**config.mk**
```make
export PLATFORM = sky130hd
export DESIGN_NAME = branch_target_predictor
export DESIGN_NICKNAME = d
export VERILOG_FILES = /design/src/rtl/bp_pkg.sv /design/src/rtl/bp_sat_counter_table.sv /design/src/rtl/branch_target_predictor.sv
export SDC_FILE = /design/constraint.sdc
export NUM_CORES = 2
export LEC_CHECK = 0
export CAP_MARGIN = 20
export CORE_ASPECT_RATIO = 0.6
export CORE_MARGIN = 3
export CORE_UTILIZATION = 45
export CTS_CLUSTER_DIAMETER = 100
export CTS_CLUSTER_SIZE = 24
export DETAILED_ROUTE_END_ITERATION = 10
export GPL_TIMING_DRIVEN = 0
export MAX_ROUTING_LAYER = met4
export REMOVE_ABC_BUFFERS = 1
export SLEW_MARGIN = 20
export SYNTH_ARGS = -nofsm -noshare
export SYNTH_HDL_FRONTEND = slang
export SYNTH_HIERARCHICAL = 1
export SYNTH_SLANG_ARGS = --single-unit
export TNS_END_PERCENT = 10
```
**constraint.sdc**
```tcl
create_clock -name clk -period 6.1 [get_ports clk]
set_clock_uncertainty 0.1 [all_clocks]
set_input_delay 0.61 -clock clk [delete_from_list [all_inputs] [get_ports clk]]
set_output_delay 0.61 -clock clk [all_outputs]
set_load 0.1 [all_outputs]
```
**src/rtl/bp_pkg.sv**
```systemverilog
// -----------------------------------------------------------------------------
// bp_pkg
// Shared definitions for the branch target predictor: BTB update operation
// encoding, PHT counter constants and the address split / saturating counter
// helpers. The helpers work on wide fixed-width values so that they can be
// shared by every parametrisation. Callers cast the result back to their own
// widths.
// -----------------------------------------------------------------------------
package bp_pkg;

  // What the BTB arrays do at the next clock edge.
  typedef enum logic [1:0] {
    BTB_HOLD  = 2'd0,
    BTB_FLUSH = 2'd1,
    BTB_WRITE = 2'd2
  } btb_op_e;

  // Index uses halfword granularity: addr[idx_w:1].
  function automatic logic [63:0] f_idx(input logic [63:0] addr, input int idx_w);
    return (addr >> 1) & ((64'd1 << idx_w) - 64'd1);
  endfunction

  // Tag is everything above the index: addr[ADDR_W-1:idx_w+1].
  function automatic logic [63:0] f_tag(input logic [63:0] addr, input int idx_w);
    return addr >> (idx_w + 1);
  endfunction

  // Weakly not-taken reset value: 2^(cnt_w-1)-1.
  function automatic logic [3:0] f_cnt_init(input int cnt_w);
    return 4'((1 << (cnt_w - 1)) - 1);
  endfunction

  // Strongly taken ceiling: 2^cnt_w-1.
  function automatic logic [3:0] f_cnt_max(input int cnt_w);
    return 4'((1 << cnt_w) - 1);
  endfunction

  function automatic logic [3:0] f_sat_inc(input logic [3:0] v, input int cnt_w);
    return (v == f_cnt_max(cnt_w)) ? v : v + 4'd1;
  endfunction

  function automatic logic [3:0] f_sat_dec(input logic [3:0] v);
    return (v == 4'd0) ? v : v - 4'd1;
  endfunction

endpackage

```
**src/rtl/bp_sat_counter_table.sv**
```systemverilog
// -----------------------------------------------------------------------------
// bp_sat_counter_table
// ENTRIES x CNT_W pattern history table of saturating counters.
//   clk, rst_n  : clock, synchronous active-low reset (counters -> weakly NT)
//   rd_idx      : RD_PORTS packed indices, port k at [k*IDX_W +: IDX_W]
//   rd_taken    : per-port prediction (counter MSB), combinational
//   we          : apply one update at the clock edge
//   wr_idx      : counter to update
//   wr_taken    : saturating +1 when 1, saturating -1 when 0
// -----------------------------------------------------------------------------
module bp_sat_counter_table
  import bp_pkg::*;
#(
  parameter int ENTRIES  = 16,
  parameter int CNT_W    = 2,
  parameter int RD_PORTS = 2
) (
  input  logic                        clk,
  input  logic                        rst_n,
  input  logic [RD_PORTS*$clog2(ENTRIES)-1:0] rd_idx,
  output logic [RD_PORTS-1:0]         rd_taken,
  input  logic                        we,
  input  logic [$clog2(ENTRIES)-1:0]  wr_idx,
  input  logic                        wr_taken
);

  localparam int IDX_W = $clog2(ENTRIES);

  logic [CNT_W-1:0] cnt [ENTRIES];

  for (genvar k = 0; k < RD_PORTS; k++) begin : g_rd
    assign rd_taken[k] = cnt[rd_idx[k*IDX_W +: IDX_W]][CNT_W-1];
  end

  // NOTE: this table is reset element by element because every counter must
  // start weakly not-taken; a plain RAM macro would lose that guarantee.
  always_ff @(posedge clk) begin
    // NOTE: state registers use non-blocking assignments so every flop
    // samples pre-edge values regardless of statement order.
    if (!rst_n) begin
      for (int i = 0; i < ENTRIES; i++) begin
        cnt[i] <= CNT_W'(f_cnt_init(CNT_W));
      end
    end else if (we) begin
      if (wr_taken) begin
        cnt[wr_idx] <= CNT_W'(f_sat_inc(4'(cnt[wr_idx]), CNT_W));
      end else begin
        cnt[wr_idx] <= CNT_W'(f_sat_dec(4'(cnt[wr_idx])));
      end
    end
  end

endmodule

```
**src/rtl/branch_target_predictor.sv**
```systemverilog
// -----------------------------------------------------------------------------
// branch_target_predictor
// Direct-mapped BTB (valid/tag/target) plus a PHT of saturating counters,
// optionally gshare-indexed through a global history register.
//   clk, rst_n       : clock, synchronous active-low reset
//   stall_i          : blocks the update port and perf counting
//   flush_i          : clears every BTB valid bit (not gated by stall)
//   rd_addr_i        : RD_PORTS packed lookup addresses
//   rd_hit_o         : per-port predict-taken with a valid target
//   rd_target_o      : per-port predicted target (0 without a tag match)
//   upd_*_i          : resolved conditional branch from EX
//   ghr_o            : current global history (0 in bimodal mode)
//   upd_cnt_o        : effective updates, saturating
//   miss_cnt_o       : effective mispredicts, saturating
// -----------------------------------------------------------------------------
module branch_target_predictor
  import bp_pkg::*;
#(
  parameter int ENTRIES  = 16,
  parameter int ADDR_W   = 32,
  parameter int CNT_W    = 2,
  parameter int GHR_W    = 0,
  parameter int RD_PORTS = 2
) (
  input  logic                         clk,
  input  logic                         rst_n,
  input  logic                         stall_i,
  input  logic                         flush_i,
  input  logic [RD_PORTS*ADDR_W-1:0]   rd_addr_i,
  output logic [RD_PORTS-1:0]          rd_hit_o,
  output logic [RD_PORTS*ADDR_W-1:0]   rd_target_o,
  input  logic                         upd_valid_i,
  input  logic [ADDR_W-1:0]            upd_addr_i,
  input  logic [ADDR_W-1:0]            upd_target_i,
  input  logic                         upd_taken_i,
  input  logic                         upd_mispredict_i,
  output logic [((GHR_W > 0) ? GHR_W : 1)-1:0] ghr_o,
  output logic [31:0]                  upd_cnt_o,
  output logic [31:0]                  miss_cnt_o
);

  localparam int IDX_W  = $clog2(ENTRIES);
  localparam int TAG_W  = ADDR_W - IDX_W - 1;
  localparam int GHR_OW = (GHR_W > 0) ? GHR_W : 1;

  // BTB storage
  logic [ENTRIES-1:0] valid;
  logic [TAG_W-1:0]   tag_mem    [ENTRIES];
  logic [ADDR_W-1:0]  target_mem [ENTRIES];

  logic [GHR_OW-1:0]  ghr;
  logic [IDX_W-1:0]   ghr_idx;     // history zero-extended to index width

  logic               eu;
  logic [IDX_W-1:0]   upd_idx;
  logic [TAG_W-1:0]   upd_tag;
  btb_op_e            btb_op;

  logic [RD_PORTS*IDX_W-1:0] rd_pidx;
  logic [RD_PORTS-1:0]       rd_taken;

  logic [31:0] upd_cnt;
  logic [31:0] miss_cnt;

  assign eu      = upd_valid_i & ~stall_i;
  assign upd_idx = IDX_W'(f_idx(64'(upd_addr_i), IDX_W));
  assign upd_tag = TAG_W'(f_tag(64'(upd_addr_i), IDX_W));

  // ---------------------------------------------------------------------------
  // Lookup ports: purely combinational, fully independent of each other.
  // ---------------------------------------------------------------------------
  for (genvar k = 0; k < RD_PORTS; k++) begin : g_rd
    logic [ADDR_W-1:0] addr;
    logic [IDX_W-1:0]  idx;
    logic [TAG_W-1:0]  tag;
    logic              match;

    assign addr  = rd_addr_i[k*ADDR_W +: ADDR_W];
    assign idx   = IDX_W'(f_idx(64'(addr), IDX_W));
    assign tag   = TAG_W'(f_tag(64'(addr), IDX_W));
    assign rd_pidx[k*IDX_W +: IDX_W] = idx ^ ghr_idx;

    // A tag compare against an invalidated entry is not a match, so stale
    // targets left behind by a flush never leak out.
    assign match = valid[idx] & (tag_mem[idx] == tag);
    assign rd_hit_o[k] = match & rd_taken[k];
    assign rd_target_o[k*ADDR_W +: ADDR_W] = match ? target_mem[idx] : '0;
  end

  // ---------------------------------------------------------------------------
  // Pattern history table. The update index uses the pre-shift history.
  // ---------------------------------------------------------------------------
  bp_sat_counter_table #(
    .ENTRIES  (ENTRIES),
    .CNT_W    (CNT_W),
    .RD_PORTS (RD_PORTS)
  ) u_pht (
    .clk      (clk),
    .rst_n    (rst_n),
    .rd_idx   (rd_pidx),
    .rd_taken (rd_taken),
    .we       (eu),
    .wr_idx   (upd_idx ^ ghr_idx),
    .wr_taken (upd_taken_i)
  );

  // ---------------------------------------------------------------------------
  // Global history: shifts in resolved outcomes only.
  // ---------------------------------------------------------------------------
  if (GHR_W > 0) begin : g_ghr
    always_ff @(posedge clk) begin
      if (!rst_n) begin
        ghr <= '0;
      end else if (eu) begin
        // Dropping the top bit of {ghr, taken} gives {ghr[GHR_W-2:0], taken}.
        ghr <= GHR_OW'({ghr, upd_taken_i});
      end
    end
    assign ghr_idx = IDX_W'(ghr);
  end else begin : g_no_ghr
    assign ghr     = '0;
    assign ghr_idx = '0;
  end

  assign ghr_o = ghr;

  // ---------------------------------------------------------------------------
  // BTB write decision. Flush beats a same-cycle allocation; a not-taken
  // update never touches the BTB. Allocation and target refresh on a tag hit
  // are the same write.
  // ---------------------------------------------------------------------------
  always_comb begin
    // NOTE: default assignment first so no path leaves btb_op unassigned,
    // which would otherwise infer a latch.
    btb_op = BTB_HOLD;
    if (flush_i) begin
      btb_op = BTB_FLUSH;
    end else if (eu && upd_taken_i) begin
      btb_op = BTB_WRITE;
    end
  end

  always_ff @(posedge clk) begin
    if (!rst_n) begin
      valid <= '0;
      for (int i = 0; i < ENTRIES; i++) begin
        tag_mem[i]    <= '0;
        target_mem[i] <= '0;
      end
    end else begin
      unique case (btb_op)
        BTB_FLUSH: valid <= '0;
        BTB_WRITE: begin
          valid[upd_idx]      <= 1'b1;
          tag_mem[upd_idx]    <= upd_tag;
          target_mem[upd_idx] <= upd_target_i;
        end
        default: ;
      endcase
    end
  end

  // ---------------------------------------------------------------------------
  // Performance counters, saturating at all-ones.
  // ---------------------------------------------------------------------------
  always_ff @(posedge clk) begin
    if (!rst_n) begin
      upd_cnt  <= '0;
      miss_cnt <= '0;
    end else begin
      if (eu && (upd_cnt != '1)) begin
        upd_cnt <= upd_cnt + 32'd1;
      end
      if (eu && upd_mispredict_i && (miss_cnt != '1)) begin
        miss_cnt <= miss_cnt + 32'd1;
      end
    end
  end

  assign upd_cnt_o  = upd_cnt;
  assign miss_cnt_o = miss_cnt;

endmodule

```
# Word-level counts from Yosys, hierarchy flattened
# Memory sizes are Yosys's and may differ from the RTL's.
# Index checks and enable logic that the tools add are counted.
word_totals:
  regBits: 80
  mem_bits_rw: 976
  inputBits: 135
  out_inout_bits: 131
  n_memories: 3
mem_list:
  columns: ["memory", "depth", "word_bits", "read_ports", "rd_ports_with_merged_regs", "write_ports", "line", "rtl"]
  rows:
  - ["target_mem", 16, 32, 2, 0, 16, "branch_target_predictor.sv:49", "logic [ADDR_W-1:0] target_mem [ENTRIES];"]
  - ["tag_mem", 16, 27, 2, 0, 16, "branch_target_predictor.sv:48", "logic [TAG_W-1:0] tag_mem [ENTRIES];"]
  - ["u_pht.cnt", 16, 2, 3, 0, 16, "bp_sat_counter_table.sv:29", "logic [CNT_W-1:0] cnt [ENTRIES];"]
classes:
  n_addsub: 4
  magnitude_cmp: 4
  eq_ne: 7
  muxes: 35
  n_bitwise: 8
  reduce_logical: 10
op_table:
  columns: ["operator", "count"]
  rows:
  - ["32-bit two-way mux", 3]
  - ["32-bit by 1-bit adder with 32-bit output, second input constant", 2]
  - ["32-bit inequality test, second input constant", 2]
  - ["27-bit equality test", 2]
  - ["16-bit one-hot mux with 2 select lines", 1]
  - ["32-bit OR reduction", 1]
  - ["27-bit two-way mux", 1]
  - ["27-bit OR reduction", 1]
  - ["1-bit two-way mux", 18]
  - ["16-bit OR", 1]
  - ["4-bit by 5-bit less-than comparator with 1-bit output, second input constant", 3]
  - ["2-bit two-way mux", 6]
  - ["4-bit two-way mux", 3]
  - ["1-bit binary-select mux with 4-bit select", 2]
  - ["1-bit AND", 5]
  - ["1-bit logical AND", 5]
  - ["1-bit demux with 4-bit select", 1]
  - ["2-bit equality test, second input constant", 2]
  - ["4-bit by 1-bit greater-or-equal comparator with 1-bit output, second input constant", 1]
  - ["2-bit by 1-bit adder with 2-bit output, second input constant", 1]
  - ["2-bit by 1-bit equality test with 1-bit output, second input constant", 1]
  - ["2-bit zero test", 1]
  - ["2-bit nonzero test", 1]
  - ["2-bit OR reduction", 1]
  - ["3 further kinds", 3]

# Logic depth before layout (Yosys ltp)
depth:
  depth_word: 11
  depth_mapped: 15
  depth_no_buf: 8

# Cells and area by module
# Netlist, hierarchy kept.
by_module_without_submodules:
  columns: ["module", "n_inst", "cells_per_inst", "area_each_um2", "seq_area_each_um2"]
  rows:
  - ["branch_target_predictor", 1, 3789, 56078.8, 29948.7]
  - ["bp_sat_counter_table", 1, 148, 1966.9, 960.9]

# Worst setup path after synthesis
# No wires, ideal clock.
synth_path:
  kind: "input -> output"
  startpoint: "input port rd_addr_i[34]"
  endpoint: "output port rd_hit_o[1]"
  arrival_ps: 5645
  required_time_ps: 5390
  slack_ps: -255
  stages: 11
  path_cell_list: "buf_4 buf_6 buf_6 buf_6 buf_4 mux2_1 o211a_1 a222oi_1 nor4b_2 nand4_4 nor4_1"
synth_via:
  elab_chain_cells: 4
  elab_cells_between_ends: 7
synth_rtl:
  columns: ["element", "line", "rtl"]
  rows:
  - ["start, declared", "branch_target_predictor.sv:29", "input logic [RD_PORTS*ADDR_W-1:0] rd_addr_i,"]
  - ["memory read 16 x 27 bit or 1-bit binary-select mux with 4-bit select (tied branches)", null, null]
  - ["27-bit equality test or 1-bit two-way mux (tied branches)", "branch_target_predictor.sv:85", "assign match = valid[idx] & (tag_mem[idx] == tag);"]
  - ["1-bit AND", "branch_target_predictor.sv:85", null]
  - ["1-bit AND (*)", "branch_target_predictor.sv:86", "assign rd_hit_o[k] = match & rd_taken[k];"]
  - ["end, declared", "branch_target_predictor.sv:30", "output logic [RD_PORTS-1:0] rd_hit_o,"]
# Every way passes the cells marked *; elsewhere a longest branch is shown, timed or not. The select of a mux whose other input is x is not followed.

# Worst setup path after layout
layout_path:
  startpoint: "input port rd_addr_i[34]"
  endpoint: "output port rd_target_o[50]"
layout_via:
  elab_chain_cells: 4
  elab_cells_between_ends: 7
layout_rtl:
  columns: ["element", "line", "rtl"]
  rows:
  - ["memory read 16 x 27 bit or 1-bit binary-select mux with 4-bit select (tied branches)", null, null]
  - ["27-bit equality test or 1-bit two-way mux (tied branches)", "branch_target_predictor.sv:85", null]
  - ["1-bit AND", "branch_target_predictor.sv:85", null]
  - ["32-bit two-way mux (*)", "branch_target_predictor.sv:87", "assign rd_target_o[k*ADDR_W +: ADDR_W] = match ? target_mem[idx] : '0;"]
  - ["end, declared", "branch_target_predictor.sv:31", "output logic [RD_PORTS*ADDR_W-1:0] rd_target_o,"]
# Marked as above.

==> flow_summary_export.csv <==
group,metric,value,unit
critical_path,crit_chain,"buf_8, buf_16, buf_16, mux4_2, mux2i_1, nand2_1, o211ai_1, a221o_1, or4_4, nor4_2, clkdlybuf4s15_1",
synthesis,synth_xor_xnor_area_share,0.0164,
pwr,power_density,217,nW/µm²
critical_path,critical-path-top-delay-family,"buffers and inverters",
detailed_routing,drcViolationCount,0,
pwr,leakage,22.4,nW
timing,period_needed,6.07,ns
timing,max_freq,165,MHz
die,die_h,284,µm
synthesis,synthTopCellsByArea,"edfxtp_1 50%, mux4_2 21%, and2_1 10%",
synthesis,synthMuxAreaShare,0.232,
cts,clock_sinks,1056,
synthesis,synth-adder-area-share,0.000431,
finish,seq_area,30900,µm²
placed_design,port_buffers,261,
critical_path,start_kind,"primary input",
timing,post-route-period-util,0.994,
synthesis,syn_area,58000,µm²
timing,rsz0062_at_grt,"true",
critical_path,r2r_start,"miss_cnt_o[11]",
die,die_x,470,µm
synthesis,syn_inst,3937,
critical_path,worstPathMaxFanout,63,
timing,slew_headroom,0.204,
critical_path,worstSetupPathType,"primary input to output port",
critical_path,startpoint,"rd_addr_i[34]",
run,cap_violations,0,
finish,fin_util,0.529,
timing,tightest_slew,1.19,ns
critical_path,path_buf_inv,4,
finish,final_common_cell,"edfxtp_1",
cts,cts.path.max_buffers,3,
critical_path,cpMostUsedCell,"buf_16",
cts,cts_tree,"built",
placed_design,hpwl,136000,µm
synthesis,async_flop_share,0,
worst_hold_path,hp-start,"valid[14]",
global_routing,grt_max_degree,81,
detailed_routing,finalWirelength,200000,µm
global_routing,grt_remaining_overflow,0,
critical_path,cp-end-kind,"output port",
worst_hold_path,hold_path_class,"register to register",
cts,clkLatencyLatePin,0.68,ns
global_routing,grt_pass1_vias,36600,
finish,fill_cells,10200,
critical_path,cp.arrival,5.36,ns
detailed_routing,vias_per_cell,6.43,
cts,htree_levels,2,
placed_design,dpl.cell_count,5721,
cts,cts_made_buffers,49,
synthesis,synth_top_family_by_area,"multiplexers",
finish,mostFrequentLayoutCells,"976 x edfxtp_1, 958 x and2_1, 531 x mux4_2",
detailed_routing,via_count,37400,
placed_design,place_congestion,0.845,
placed_design,dp_worst_setup_slack,-1.34,ns
synthesis,ys_warn_count,6,
synthesis,synth_cell_type_count,91,
synthesis,synth_compound_area_frac,0.0263,
die,core,127000,µm²
die,io_pins,266,
global_routing,grt_pass1_wl,283000,µm
die,initial_utilization,0.456,
synthesis,ys_seq_elements,1056,
finish,nets,4214,
timing,finalHoldViolations,0,
cts,cts.clk_slew.worst_paths,0.10,ns
critical_path,slowest_stage,"clkdlybuf4s15_1",
detailed_routing,drt_iter0_drc,5385,
die,dieArea,133000,µm²
timing,setup_viol_count_final,0,
finish,stdcell_count,5815,
global_routing,grt_antenna_before_repair,29,
timing,layout_setup_ws,0.0339,ns
finish,area_delta_synth_final,16.1,%
synthesis,synth_edf_count,976,
finish,multiInputGateArea,25500,µm²
detailed_routing,dr.pass1.iters,5,
synthesis,ys.flop_type,"edfxtp_1",
synthesis,synth_area_per_cell,14.7,µm²
synthesis,synth_largest_area_cell,"edfxtp_1",
detailed_routing,wl_per_cell,34.4,µm
critical_path,slowest_delay,0.89,ns
cts,clock-root-buffer,"clkbuf_16",
pwr,peakVddDrop,0.217,mV
run_status,status,"finished, final reports clean",
finish,drive_gt1_frac,0.244,
detailed_routing,ant_nets,0,
synthesis,yosysSeqAreaShare,0.533,
timing,slew_viol_final,0,
critical_path,cp.required,5.39,ns
die,rows,101,
global_routing,track_usage,0.306,
synthesis,synth_simple_gate_area_share,0.157,
synthesis,yosysTopAreaCellShare,0.505,
synthesized netlist by cell type, types with 18 or more instances:
cell type,count
mux4_2,531
nor4_2,32
clkbuf_1,224
nand4_1,23
nand3_1,80
xor2_1,31
a21oi_1,28
or3_1,18
buf_6,33
and2_1,958
xnor2_1,78
dfxtp_1,80
nor3_2,30
edfxtp_1,976
inv_1,20
o21ai_0,53
mux2i_1,109
buf_4,20
buf_1,20
nand2_1,122
buf_2,54
nor2_1,112
nor3_1,35
final timing paths:
check	to	slack (ns)	depth (start not counted)
worst max-delay path	rd_target_o[50]	0.03	11
worst min-delay path	valid[14]	0.39	1
worst max register to register	miss_cnt_o[16]	2.86	9
worst min register to register	valid[14]	0.39	1
worst register-to-register path, cell delays in order, from the launching register on:
cell and delay [ns]:
dfxtp_1 0.44, nand4_1 0.18, nor4_1 0.47, nand4_1 0.50, nor3_2 0.53, buf_4 0.27
buf_4 0.23, and3b_1 0.21, xnor2_1 0.13, nor2_1 0.05
timing repair:
item / 4_1_cts / 5_1_grt
gates resized for setup: 324 / 33
pin swaps: 1 / 2
buffers inserted: 0 / 3
endpoints found under the setup margin: 66 / 66
cloned: 0 / 1
hold buffers: 0 / 0
final cells by class:
cell class                 instances  share of cell area
sequential                      1056               0.459
multi-input combinational       2493               0.379
timing repair buffer             453               0.108
tap                             1699              0.0316
clock buffer                      71              0.0201
inverter                          24             0.00154
antenna                           18            0.000669
clock inverter                     1            0.000130
per-layer routing:
metal | global-route usage | up-vias | share of wire
met5 | - | - | 0
met4 | 0.0739 | 0 | 0.025
met3 | 0.0779 | 256 | 0.11
met2 | 0.449 | 2184 | 0.45
met1 | 0.428 | 19600 | 0.41
li1 | - | 15300 | -
state kept, by name, indices dropped and copies added (netlist names):
signal	flops
target_mem	512
u_pht/cnt	32
miss_cnt_o	32
tag_mem	432
upd_cnt_o	32
valid	16
stage by stage:
step | hold slack, ns | instance area, µm² | setup TNS [ns] | total power, W
floorplan | 0.338 | 56100 | -549.38 | 0.00962
global placement | 0.349 | 60800 | - | 0.0112
detailed placement | 0.358 | 65900 | -66.11 | 0.0108
CTS | 0.374 | 67200 | -0.297 | 0.0147
global route | 0.412 | 67400 | -0.183 | 0.0150
finish | 0.386 | 67400 | 0 | 0.0146
power breakdown:
group / internal, W / switching [W] / total (W)
Sequential: 0.00822 / 0.000179 / 0.00840
Clock: 0.00155 / 0.00237 / 0.00392
Combinational: 0.00107 / 0.00123 / 0.00230
logic make-up after synthesis:
family,count (synthesis)
and+or+nand+nor,1507
adders and majority gates,2
xor gates and xnor gates,109
DFF,1056
muxes,664
AOI/OAI and AO/OA,210
other,1
buffers and inverters,388
Note: power is estimated with default switching activity, not from simulation.
